[src/rtl/rf_wb_arbiter_pkg.sv]
// Shared register-file constants and the write-back request record.
package rf_pkg;
    localparam int RF_NREG = 32;
    localparam int RF_AW   = 5;
    localparam int RF_XLEN = 32;
    localparam int RF_X0   = 0;

    typedef struct packed {
        logic [RF_AW-1:0]   addr;
        logic [RF_XLEN-1:0] data;
    } wb_req_t;
endpackage

[src/rtl/rf_wb_arbiter_if.sv]
// Producer/decode/register-file side of the write-back arbiter.
// RF_WB_FWD_EN adds the forwarding outputs.
interface rf_wb_arbiter_if #(
    parameter int NREQ = 2,
    parameter int XLEN = rf_pkg::RF_XLEN,
    parameter int AW   = rf_pkg::RF_AW
);
    logic [NREQ-1:0]      req_valid;
    logic [NREQ-1:0]      req_ready;
    logic [NREQ*AW-1:0]   req_addr;
    logic [NREQ*XLEN-1:0] req_data;
    logic                 claim_valid;
    logic [AW-1:0]        claim_addr;
    logic [AW-1:0]        q_addr1, q_addr2;
    logic                 q_busy1, q_busy2;
    logic [AW-1:0]        wadd;
    logic [XLEN-1:0]      wdata;
    logic                 is_wreg;
`ifdef RF_WB_FWD_EN
    logic                 fwd_hit1, fwd_hit2;
    logic [XLEN-1:0]      fwd_data1, fwd_data2;

    modport master (
        output req_valid, req_addr, req_data, claim_valid, claim_addr, q_addr1, q_addr2,
        input  req_ready, q_busy1, q_busy2, wadd, wdata, is_wreg,
               fwd_hit1, fwd_hit2, fwd_data1, fwd_data2
    );
    modport slave (
        input  req_valid, req_addr, req_data, claim_valid, claim_addr, q_addr1, q_addr2,
        output req_ready, q_busy1, q_busy2, wadd, wdata, is_wreg,
               fwd_hit1, fwd_hit2, fwd_data1, fwd_data2
    );
`else
    modport master (
        output req_valid, req_addr, req_data, claim_valid, claim_addr, q_addr1, q_addr2,
        input  req_ready, q_busy1, q_busy2, wadd, wdata, is_wreg
    );
    modport slave (
        input  req_valid, req_addr, req_data, claim_valid, claim_addr, q_addr1, q_addr2,
        output req_ready, q_busy1, q_busy2, wadd, wdata, is_wreg
    );
`endif
endinterface

[src/rtl/rf_wb_arbiter_rr_grant.sv]
// Round-robin grant: first valid requester at or after ptr, one-hot plus index.
module rr_grant #(
    parameter  int NREQ = 2,
    localparam int IW   = $clog2(NREQ)
) (
    input  logic [NREQ-1:0] valid,
    input  logic [IW-1:0]   ptr,
    output logic [NREQ-1:0] gnt,
    output logic [IW-1:0]   idx
);
    always_comb begin
        logic found;
        int   j;
        gnt   = '0;
        idx   = '0;
        found = 1'b0;
        j     = 0;
        for (int k = 0; k < NREQ; k++) begin
            j = int'(ptr) + k;
            if (j >= NREQ) j = j - NREQ;
            if (!found && valid[j]) begin
                found  = 1'b1;
                gnt[j] = 1'b1;
                idx    = IW'(j);
            end
        end
    end
endmodule

[src/rtl/rf_wb_arbiter.sv]
// Write-back arbiter + busy scoreboard for the register file write port.
// Define RF_WB_FWD_EN to forward the in-flight write to the decode queries.
module rf_wb_arbiter
    import rf_pkg::*;
#(
    parameter int NREQ = 2,
    parameter int XLEN = RF_XLEN,
    parameter int AW   = RF_AW
) (
    input  logic            clk,
    input  logic            rst,
    rf_wb_arbiter_if.slave  bus
);
    localparam int IW   = $clog2(NREQ);
    localparam int NREG = 1 << AW;

    logic [IW-1:0]   ptr, gidx, ptr_nxt;
    logic [NREQ-1:0] gnt;
    logic            acc;
    logic [AW-1:0]   g_addr;
    logic [XLEN-1:0] g_data;
    logic [NREG-1:0] busy, busy_nxt;
    logic [AW-1:0]   wadd_q;
    logic [XLEN-1:0] wdata_q;
    logic            is_wreg_q;

    rr_grant #(.NREQ(NREQ)) u_grant (
        .valid (bus.req_valid),
        .ptr   (ptr),
        .gnt   (gnt),
        .idx   (gidx)
    );

    // grant is only ever raised on a valid line, so any grant is an acceptance
    assign bus.req_ready = gnt;
    assign acc     = |gnt;
    assign g_addr  = bus.req_addr[gidx*AW +: AW];
    assign g_data  = bus.req_data[gidx*XLEN +: XLEN];
    assign ptr_nxt = (gidx == IW'(NREQ-1)) ? '0 : gidx + 1'b1;

    // claim is applied after the clear: a younger claim of the same register wins
    always_comb begin
        busy_nxt = busy;
        if (acc) busy_nxt[g_addr] = 1'b0;
        if (bus.claim_valid) busy_nxt[bus.claim_addr] = 1'b1;
        busy_nxt[RF_X0] = 1'b0;
    end

    always_ff @(posedge clk or posedge rst) begin
        if (rst) begin
            ptr       <= '0;
            wadd_q    <= '0;
            wdata_q   <= '0;
            is_wreg_q <= 1'b0;
            busy      <= '0;
        end else begin
            busy      <= busy_nxt;
            is_wreg_q <= acc && (g_addr != AW'(RF_X0));
            if (acc) begin
                wadd_q  <= g_addr;
                wdata_q <= g_data;
                ptr     <= ptr_nxt;
            end
        end
    end

    assign bus.wadd    = wadd_q;
    assign bus.wdata   = wdata_q;
    assign bus.is_wreg = is_wreg_q;

`ifdef RF_WB_FWD_EN
    assign bus.fwd_hit1  = is_wreg_q && (wadd_q == bus.q_addr1);
    assign bus.fwd_hit2  = is_wreg_q && (wadd_q == bus.q_addr2);
    assign bus.fwd_data1 = wdata_q;
    assign bus.fwd_data2 = wdata_q;
    assign bus.q_busy1   = busy[bus.q_addr1] && !bus.fwd_hit1;
    assign bus.q_busy2   = busy[bus.q_addr2] && !bus.fwd_hit2;
`else
    assign bus.q_busy1   = busy[bus.q_addr1];
    assign bus.q_busy2   = busy[bus.q_addr2];
`endif
endmodule

[src/flat_wrapper.sv]
// flat-port wrapper written by rule: the top's interface ports become plain ports
module rf_wb_arbiter_flat import rf_pkg::*;
#(
    parameter int NREQ = 2,
    parameter int XLEN = RF_XLEN,
    parameter int AW   = RF_AW
)
  (clk, rst, bus_req_valid, bus_req_addr, bus_req_data, bus_claim_valid, bus_claim_addr, bus_q_addr1, bus_q_addr2, bus_req_ready, bus_q_busy1, bus_q_busy2, bus_wadd, bus_wdata, bus_is_wreg);
  rf_wb_arbiter_if #(.NREQ(NREQ), .XLEN(XLEN), .AW(AW)) bus_i ();
  input  logic clk;
  input  logic rst;
  input wire logic [$bits(bus_i.req_valid)-1:0] bus_req_valid;
  input wire logic [$bits(bus_i.req_addr)-1:0] bus_req_addr;
  input wire logic [$bits(bus_i.req_data)-1:0] bus_req_data;
  input wire logic [$bits(bus_i.claim_valid)-1:0] bus_claim_valid;
  input wire logic [$bits(bus_i.claim_addr)-1:0] bus_claim_addr;
  input wire logic [$bits(bus_i.q_addr1)-1:0] bus_q_addr1;
  input wire logic [$bits(bus_i.q_addr2)-1:0] bus_q_addr2;
  output wire logic [$bits(bus_i.req_ready)-1:0] bus_req_ready;
  output wire logic [$bits(bus_i.q_busy1)-1:0] bus_q_busy1;
  output wire logic [$bits(bus_i.q_busy2)-1:0] bus_q_busy2;
  output wire logic [$bits(bus_i.wadd)-1:0] bus_wadd;
  output wire logic [$bits(bus_i.wdata)-1:0] bus_wdata;
  output wire logic [$bits(bus_i.is_wreg)-1:0] bus_is_wreg;
  assign bus_i.req_valid = bus_req_valid;
  assign bus_i.req_addr = bus_req_addr;
  assign bus_i.req_data = bus_req_data;
  assign bus_i.claim_valid = bus_claim_valid;
  assign bus_i.claim_addr = bus_claim_addr;
  assign bus_i.q_addr1 = bus_q_addr1;
  assign bus_i.q_addr2 = bus_q_addr2;
  assign bus_req_ready = bus_i.req_ready;
  assign bus_q_busy1 = bus_i.q_busy1;
  assign bus_q_busy2 = bus_i.q_busy2;
  assign bus_wadd = bus_i.wadd;
  assign bus_wdata = bus_i.wdata;
  assign bus_is_wreg = bus_i.is_wreg;
  rf_wb_arbiter #(.NREQ(NREQ), .XLEN(XLEN), .AW(AW)) u_core (.clk(clk), .rst(rst), .bus(bus_i));
endmodule
[config.mk]
export PLATFORM = sky130hd
export DESIGN_NAME = rf_wb_arbiter_flat
export DESIGN_NICKNAME = d
export VERILOG_FILES = /design/src/rtl/rf_wb_arbiter_pkg.sv /design/src/rtl/rf_wb_arbiter_if.sv /design/src/rtl/rf_wb_arbiter_rr_grant.sv /design/src/rtl/rf_wb_arbiter.sv /design/src/flat_wrapper.sv
export SDC_FILE = /design/constraint.sdc
export NUM_CORES = 1
export LEC_CHECK = 0
export ABC_CLOCK_PERIOD_IN_PS = 3000
export CAP_MARGIN = 20
export CORE_UTILIZATION = 42
export CTS_BUF_LIST = sky130_fd_sc_hd__clkbuf_8
export DETAILED_ROUTE_END_ITERATION = 6
export GPL_TIMING_DRIVEN = 0
export PLACE_DENSITY = 0.78
export SYNTH_ARGS = -nofsm -noshare
export SYNTH_HDL_FRONTEND = slang
export SYNTH_SLANG_ARGS = --single-unit
export TNS_END_PERCENT = 20
[constraint.sdc]
create_clock -name clk -period 3 [get_ports clk]
set_input_delay 0.9 -clock clk [delete_from_list [all_inputs] [get_ports clk]]
set_output_delay 0.9 -clock clk [all_outputs]
set_load 0.005 [all_outputs]
==> results.toml <==
[final_layout]
final_cell_mix = "123 x clkdlybuf4s50_1, 70 x nand2_1, 70 x dfrtp_1, 41 x nor2_1, 35 x o21ai_0"
regArea_um2 = 1750
final_common_cell = "clkdlybuf4s50_1"
nets = 660
multi_input_area_um2 = 2020
fillers = 702
syn_to_final_growth_pct = 48.1
drive_above_1_share_pct = 13.1
antennaDiodeCount = 0

[power_and_ir_drop]
p_total_mw = 2.98
power_density_nw_per_um2 = 525
p_leak_nw = 2.35
irDropWorstVdd_mv = 0.281

[timing]
setup_slack_ns = -0.151
finClkSkew_ns = 0.0113
rsz0062_at_grt = "yes"
holdWs_ns = 0.506
setup_viol = 2
hold_viol = 0
drv_slew = 0
tightest_slew_ns = 0.858
max_freq_ghz = 0.317
relSlewSlack_pct = 42.8
min_period_ns = 3.15
post-route-period-util_pct = 105

[clock_network]
numCtsBuffers = 9
cts-htree-levels = 3
ctsHoldBuffers = 0
cts_root_buf = "clkbuf_8"
clock_sinks = 70
cts_tree = "done"
clk_latency_ns = 0.34
cts_buffer_depth = 2
cts.clk_slew.worst_paths_ns = 0.07

[critical_path]
end_kind = "output port"
cpPeakStageDelay_ns = 0.51
crit_type = "in -> out"
critPathRequiredTime_ns = 2.10
reg2reg_to = "u_core.busy[24]$_DFF_PP0_"
crit_chain = "clkbuf_16 -> mux4_2 -> mux2i_1 -> nor3_1 -> or3_1 -> buf_2"
regToRegSetupSlack_ns = 1.15
reg2reg_from = "u_core.ptr$_DFFE_PP0N_"
crit_fanout = 4
start_kind = "primary input"
cp_slowest_cell = "mux4_2"
crit_arrival_ns = 2.25
reg2reg_depth = 7

[floorplanning]
ioPinCount = 136
start_util_pct = 43.6
die-width_um = 97.7
rows = 34
core_um2 = 8810
dieArea_um2 = 9540
die_h_um = 97.7

[routing]
drt_pass1_iterations = 7
antenna_left = 0
vias = 3946
routed_wl_um = 12000
first_iter_violations = 235
vias_per_cell = 5.81
drc_errors = 9
wl_per_cell_um = 17.7

[worst_hold_path]
hp-class = "reg -> reg"
hold_path_depth = 1
min_from = "u_core.bus.wadd[2]$_DFFE_PP0N_"
worstHoldEndpoint = "u_core.bus.wadd[2]$_DFFE_PP0N_"

[logic_synthesis]
synth.cell_area_um2 = 3840
syn-num-nets = 510
synth-seq-cells = 70
syn_avg_cell_area_um2 = 9.24
synth_edf_count = 0
synth_flop_cell = "dfrtp_1"
synthDistinctLibCells = 46
yosysWarnings = 0
async_flop_share_pct = 100
synthCells = 416
synth-seq-area-share_pct = 45.6

[outcome]
outcome = "finished, violations left"
failed_checks = "design-rule violations, negative setup slack"

[global_routing]
grt_pass1_vias = 4077
grt_util_all_layers_pct = 26.1
grt_first_pass_wirelength_um = 19700
antenna_found_initial = 0
overflow = 0
grt_max_degree = 71

[placement]
globalplace.congestion = 0.860
dp_hpwl_um = 8800
io_buffers = 131

[flow_run]
maxCapViolations = 0
==> kinds of logic (layout without fill, tap and decap cells) <==
logic type | count (synthesis) | in the layout | synth area share [%]
buf+inv | 32 | 187 | 3.91
simple gates | 156 | 156 | 18.1
flops | 70 | 70 | 45.6
compound gates | 123 | 123 | 20.8
mux | 35 | 35 | 11.6
==> worst max path at each step <==
stage                       end           start
finish              bus_q_busy1  bus_q_addr1[0]
global route        bus_q_busy2  bus_q_addr2[0]
CTS                 bus_q_busy2  bus_q_addr2[0]
detailed placement  bus_q_busy1  bus_q_addr1[1]
global placement    bus_q_busy2  bus_q_addr2[1]
floorplan           bus_q_busy2  bus_q_addr2[0]
==> worst max-delay path: cells and delay by family <==
kind / cells / cell delay [ns]
buf+inv: 2 / 0.25
simple gates: 2 / 0.44
mux: 2 / 0.66
==> sequential cells by signal, indices dropped and copies added, names as in the netlist <==
register	flops
u_core.busy	31
u_core.ptr	1
u_core.bus.is_wreg	1
u_core.bus.wadd	5
u_core.bus.wdata	32
==> power breakdown <==
group | internal, mW | switching, mW
registers | 1.14 | 0.157
clock network | 0.398 | 0.339
logic | 0.524 | 0.425
total | 2.06 | 0.921
==> stage by stage <==
stage | util (%) | instance area [um^2] | setup WS (ns) | instances | setup TNS, ns
2_1_floorplan | - | 3860 | -0.00251 | 416 | -0.00251
3_3_place_gp | 60.2 | 5300 | -1.12 | 655 | -61.46
3_5_place_dp | 60.2 | 5310 | -1.16 | 655 | -2.93
4_1_cts | 64.3 | 5660 | -0.170 | 679 | -0.333
5_1_grt | 64.6 | 5690 | -0.199 | 679 | -0.386
6_report | 64.6 | 5690 | -0.151 | 679 | -0.284
==> final cells by class <==
class,count,area share [%]
well taps,108,2.38
repair buffers,140,23.7
multi-input cells,314,35.5
plain buffers,24,3.67
clock buffers,10,2.42
inverters,7,0.550
clock inverters,6,0.968
flip-flops and latches,70,30.8
==> what timing repair did <==
action,in CTS,in global routing
endpoints found under the setup margin,3,3
setup buffers,6,0
pin swaps,5,3
cloned,3,0
resized for setup,54,16
==> metal layers <==
metal	wire [um]	track usage, %	vias to the layer above
met2	5980	44.3	172
met1	4670	30.2	1925
li1	-	-	1819
met4	330	12.4	0
met3	1030	7.91	30
met5	0	0	-
==> cell usage after synthesis (4+ instances only) <==
| cell | number | area [um^2] |
|---|---|---|
| nand3_1 | 8 | 40.0 |
| nand3b_1 | 5 | 37.5 |
| a31oi_1 | 32 | 200 |
| nand2_1 | 71 | 267 |
| dfrtp_1 | 70 | 1750 |
| mux4_2 | 6 | 135 |
| buf_2 | 7 | 35.0 |
| inv_1 | 4 | 15.0 |
| nor2_1 | 41 | 154 |
| a21oi_1 | 7 | 35.0 |
| a22oi_1 | 4 | 30.0 |
| clkbuf_1 | 7 | 26.3 |
| nor3_1 | 5 | 25.0 |
| o21ai_0 | 37 | 185 |
| o31ai_1 | 28 | 210 |
| buf_1 | 8 | 30.0 |
| nor2b_1 | 10 | 62.6 |
| mux2i_1 | 25 | 250 |
(Power assumes the default switching activity.)
